[src/rtl/game_reset_sequencer.sv]
// Staged reset generator for the game-clock domain: waits for a stable PLL lock,
// releases stage resets one at a time, and re-asserts them all on lock loss.
module game_reset_sequencer #(
    parameter int LOCK_STABLE_CYCLES = 1024,
    parameter int STAGE_GAP          = 16,
    parameter int NUM_STAGES         = 3,
    parameter int LOSS_CNT_W         = 8
) (
    input  logic                  clk,
    input  logic                  rst,
    input  logic                  pll_lock,
    input  logic                  soft_rst_req,
    output logic [NUM_STAGES-1:0] rst_stage,
    output logic                  ready,
    output logic [LOSS_CNT_W-1:0] lock_loss_cnt,
    output logic [1:0]            state_o
);

    localparam int MAX_CNT = (LOCK_STABLE_CYCLES > STAGE_GAP) ? LOCK_STABLE_CYCLES : STAGE_GAP;
    localparam int CNT_W   = $clog2(MAX_CNT + 1);
    localparam int IDX_W   = (NUM_STAGES > 1) ? $clog2(NUM_STAGES) : 1;

    localparam logic [CNT_W-1:0] STABLE_LAST = CNT_W'(LOCK_STABLE_CYCLES - 1);
    localparam logic [CNT_W-1:0] GAP_LAST    = CNT_W'(STAGE_GAP - 1);
    localparam logic [IDX_W-1:0] IDX_LAST    = IDX_W'(NUM_STAGES - 1);

    typedef enum logic [1:0] {
        ST_WAIT_LOCK = 2'd0,
        ST_STABLE    = 2'd1,
        ST_RELEASE   = 2'd2,
        ST_RUN       = 2'd3
    } state_t;

    state_t                  state_q, state_d;
    logic                    sync1_q, sync1_d;
    logic                    lock_s_q, lock_s_d;
    logic [CNT_W-1:0]        cnt_q, cnt_d;
    logic [IDX_W-1:0]        idx_q, idx_d;
    logic [NUM_STAGES-1:0]   rst_stage_q, rst_stage_d;
    logic                    ready_q, ready_d;
    logic [LOSS_CNT_W-1:0]   loss_cnt_q, loss_cnt_d;

    always_comb begin
        sync1_d     = pll_lock;
        lock_s_d    = sync1_q;
        state_d     = state_q;
        cnt_d       = cnt_q;
        idx_d       = idx_q;
        rst_stage_d = rst_stage_q;
        ready_d     = ready_q;
        loss_cnt_d  = loss_cnt_q;

        case (state_q)
            ST_WAIT_LOCK: begin
                cnt_d = '0;
                if (lock_s_q) begin
                    state_d = ST_STABLE;
                end
            end
            ST_STABLE: begin
                if (!lock_s_q) begin
                    state_d = ST_WAIT_LOCK;
                    cnt_d   = '0;
                end else if (cnt_q == STABLE_LAST) begin
                    state_d = ST_RELEASE;
                    cnt_d   = '0;
                    idx_d   = '0;
                end else begin
                    cnt_d = cnt_q + CNT_W'(1);
                end
            end
            ST_RELEASE: begin
                if (!lock_s_q) begin
                    state_d     = ST_WAIT_LOCK;
                    cnt_d       = '0;
                    rst_stage_d = '1;
                    ready_d     = 1'b0;
                end else if (cnt_q == GAP_LAST) begin
                    cnt_d = '0;
                    for (int i = 0; i < NUM_STAGES; i++) begin
                        if (idx_q == IDX_W'(i)) begin
                            rst_stage_d[i] = 1'b0;
                        end
                    end
                    // The edge that frees the last stage also declares ready.
                    if (idx_q == IDX_LAST) begin
                        state_d = ST_RUN;
                        ready_d = 1'b1;
                        idx_d   = '0;
                    end else begin
                        idx_d = idx_q + IDX_W'(1);
                    end
                end else begin
                    cnt_d = cnt_q + CNT_W'(1);
                end
            end
            ST_RUN: begin
                if (!lock_s_q) begin
                    state_d     = ST_WAIT_LOCK;
                    cnt_d       = '0;
                    rst_stage_d = '1;
                    ready_d     = 1'b0;
                    if (loss_cnt_q != '1) begin
                        loss_cnt_d = loss_cnt_q + LOSS_CNT_W'(1);
                    end
                end else if (soft_rst_req) begin
                    state_d     = ST_RELEASE;
                    cnt_d       = '0;
                    idx_d       = '0;
                    rst_stage_d = '1;
                    ready_d     = 1'b0;
                end
            end
            default: begin
                state_d = ST_WAIT_LOCK;
            end
        endcase
    end

    always_ff @(posedge clk or posedge rst) begin
        if (rst) begin
            state_q     <= ST_WAIT_LOCK;
            sync1_q     <= 1'b0;
            lock_s_q    <= 1'b0;
            cnt_q       <= '0;
            idx_q       <= '0;
            rst_stage_q <= '1;
            ready_q     <= 1'b0;
            loss_cnt_q  <= '0;
        end else begin
            state_q     <= state_d;
            sync1_q     <= sync1_d;
            lock_s_q    <= lock_s_d;
            cnt_q       <= cnt_d;
            idx_q       <= idx_d;
            rst_stage_q <= rst_stage_d;
            ready_q     <= ready_d;
            loss_cnt_q  <= loss_cnt_d;
        end
    end

    assign rst_stage     = rst_stage_q;
    assign ready         = ready_q;
    assign lock_loss_cnt = loss_cnt_q;
    assign state_o       = state_q;

endmodule

[config.mk]
export PLATFORM = sky130hd
export DESIGN_NAME = game_reset_sequencer
export DESIGN_NICKNAME = d
export VERILOG_FILES = /design/src/rtl/game_reset_sequencer.sv
export SDC_FILE = /design/constraint.sdc
export NUM_CORES = 1
export LEC_CHECK = 0
export BUFFER_PORTS_ARGS = -buffer_cell sky130_fd_sc_hd__buf_2
export CORE_MARGIN = 5
export CORE_UTILIZATION = 38
export CTS_BUF_LIST = sky130_fd_sc_hd__clkbuf_16
export DETAILED_ROUTE_END_ITERATION = 16
export PLACE_DENSITY = 0.56
export SYNTH_ARGS = -nofsm -noshare
export SYNTH_HDL_FRONTEND = slang
export SYNTH_SLANG_ARGS = --single-unit
[constraint.sdc]
create_clock -name clk -period 2.8 [get_ports clk]
set_input_delay 0.7 -clock clk [delete_from_list [all_inputs] [get_ports clk]]
set_output_delay 0.7 -clock clk [all_outputs]
set_load 0.01 [all_outputs]
==> out/qor.csv <==
metric,value,unit
standard-cell rows,24,
number of global-route vias before repair,1383,
Crit Path Max Fanout,12,
unrepaired setup endpoints after global routing,no,
setup slack at placement,0.455,ns
total non-filler cell area in the finished layout,1930,um^2
hold slack,0.353,ns
"commonest non-fill, non-tap cells in the layout","26 x dfrtp_1, 25 x nand2_1, 17 x buf_2, 12 x nor2_1, 12 x inv_1",
overall routed net length,3.63,mm
final HPWL from detailed placement,2.62,mm
clock latency on the worst-skew pair,0.27,ns
setup slack of the worst register-to-register path,0.44,ns
Core Area,4260,um^2
net switching share of the total power,0.344,
Diodes inserted,0,
die span in y,75.8,um
Post-CTS Setup Inserts,0,
sink of the worst hold path,lock_s_q,
Final WS setup,0.440,ns
run status,"complete, no violations",
CTS sink count,29,
worst-case clock buffer depth,2,
post-synthesis net count,183,
CTS-repair resized insts,0,
number of distinct standard cells referenced by the synthesized netlist,44,
Highest Clock Rate,0.424,GHz
number of synthesized flops with an enable pin,0,
mean post-synth cell area,9.57,um^2
Mapped Cells,172,
wire per inst,14.8,um
met2 wirelength from detailed routing,1.69,mm
number of flip-flops and latches in the synthesized netlist,29,
uppermost routed layer,met4,
part of the total power dissipated in combinational logic,0.314,
wire length the detailed router placed on met1,1.65,mm
maximum number of pins on one net before global-route repair,30,
actual transition at the worst max-transition pin,0.628,ns
Hold Fails Final Rpt,0,
H-tree levels,2,
cell taking the most area after synthesis,dfrtp_1,
Avg Vias per Cell,5.67,
area delta synth->final,16.9,%
antenna violations before repair,0,
WP data required,2.95,ns
aggregate global-route resource usage,0.146,
area fraction of the dominant cell type after synthesis,0.395,
area of the die,5750,um^2
min cycle time layout,2.36,ns
element type at the critical path end,flop,
"Remaining Overflow, GRT",0,
setup clock skew after layout,0.00704,ns
startpoint of the worst-slack reg-to-reg timing path,cnt_q[0],
worst-case headroom to the max-slew limit,0.581,
final routed DRC violation total,0,
top cells by area in the synthesized netlist,"dfrtp_1 40%, nand2_1 5.7%, ha_1 5.3%",
Worst Hold Launch,lock_s_d,
IO Port Bufs,17,
synthesized cell area,1650,um^2
TritonRoute pass-1 iters,4,
Max Cap Violations,0,
Post-CTS Hold Buffers,0,
root buf cell,clkbuf_16,
most common library cell in the layout ignoring fill and taps,dfrtp_1,
GP Congestion,0.879,
clock-pin transition on the worst setup and hold timing paths,0.05,ns
Horiz. Die Dim,75.8,um
share of synthesized registers carrying an async set or reset,1.00,
fraction of the yosys area taken by sequential cells,0.443,
power dissipated by switching net loads,0.000511,W
worst hold path depth,0,
fin nets,203,
starting density of the core,0.386,
TNS Setup,0,ns
cts bufs inserted,5,
CP Data Arrival Time,2.51,ns
number of top-level pins,18,
startpoint-to-endpoint class of the critical path,reg2reg,
Antenna Violating Nets Remaining,0,
type of the tightest min-delay check,reg2reg,
Seq pwr share,0.356,
global-route wire length before repair,6.33,mm
critical path startpoint category,flop,
Final Slew Violations,0,
FF-to-FF End,idx_q[1],
iteration-0 DRC count of the detailed router,137,
power after layout,0.00149,W
count of endpoints failing setup in the final report,0,
leakage power figure,0.860,nW
internal power consumption,0.000977,W
fraction of the cycle the final worst path needs,0.843,
TritonCTS clock tree,built,
area after detailed placement,1790,um^2
fraction of final layout cells with drive strength greater than 1,0.171,
Worst R2R Path Depth,5,
most used flip-flop cell after synthesis,dfrtp_1,
worst-case vdd ir drop,0.446,mV
count of warnings emitted by yosys,0,
routed vias,1388,
sum of met3 wire segment lengths after detailed routing,250,um
clock network fraction of total power,0.330,
power density relative to cell area,773,nW/um^2
cells in the mapped netlist (2+ instances only):
library cell,n
a221oi_1,2
a31oi_1,2
and2_1,3
clkbuf_1,6
dfrtp_1,26
dfstp_2,3
ha_1,7
inv_1,9
mux2_4,2
mux2i_1,2
nand2_1,25
nand2b_1,2
nand3_1,6
nor2_1,12
nor2b_1,3
nor3_1,7
nor4_1,5
o2111ai_1,2
o211ai_1,6
o21ai_0,8
o221ai_1,3
o22a_1,2
o22ai_1,2
o41a_1,2
xor2_1,6
critical path, cell delays in order (launching register included):
cell	delay [ns]
dfrtp_1	0.38
ha_1	0.23
nand3_2	0.14
o41a_1	0.59
or4_4	0.59
mux2_4	0.31
per-stage QoR:
step                      utilization  std cells
after floorplan                     -        172
after global placement          0.420        237
after detailed placement        0.420        237
after CTS                       0.452        245
after global routing            0.452        245
final                           0.452        245
layout make-up:
cell class / count / area (um^2)
inverters: 9 / 33.8
clock buffers: 5 / 125
repair buffers: 19 / 100
flip-flops and latches: 29 / 729
well taps: 52 / 65.1
fillers: 413 / 2340
clock inverters: 3 / 11.3
multi-input cells: 128 / 861
worst max path at each step:
stage / start / to / slack, ns
floorplan: cnt_q[0] / idx_q[0] / 0.73
global placement: cnt_q[0] / idx_q[1] / 0.50
finish: cnt_q[0] / idx_q[1] / 0.44
detailed placement: cnt_q[0] / idx_q[1] / 0.45
CTS: cnt_q[0] / idx_q[1] / 0.45
global route: cnt_q[0] / idx_q[1] / 0.31
power by group through the flow:
stage                     clock network (W)  logic (W)  registers, W
after CTS                          0.000501   0.000472      0.000530
after floorplan                           0   0.000340      0.000539
after detailed placement                  0   0.000468      0.000537
after global placement                    0   0.000455      0.000531
after global routing               0.000517   0.000529      0.000539
final                              0.000491   0.000467      0.000530
routing by layer:
metal,GRT usage,vias up
li1,-,672
met1,0.199,657
met2,0.220,53
met3,0.0435,6
met4,0.0524,0
met5,0,-
state kept, by name, summed over array words and instances (netlist names):
register and cells:
state_o 2, lock_loss_cnt 8, idx_q 2, lock_s_q 1, lock_s_d 1, ready 1, rst_stage 3, cnt_q 11
cells by family after synthesis:
family	count (synthesis)	share of synthesized area
AND/OR/NAND/NOR	73	0.226
AO/OA/AOI/OAI	36	0.169
flip-flops	29	0.443
buffers and inverters	15	0.0342
XOR/XNOR	7	0.0372
adder cells (fa/ha/maj)	7	0.0532
multiplexers	5	0.0372
Note: power is estimated with default switching activity, not from simulation.
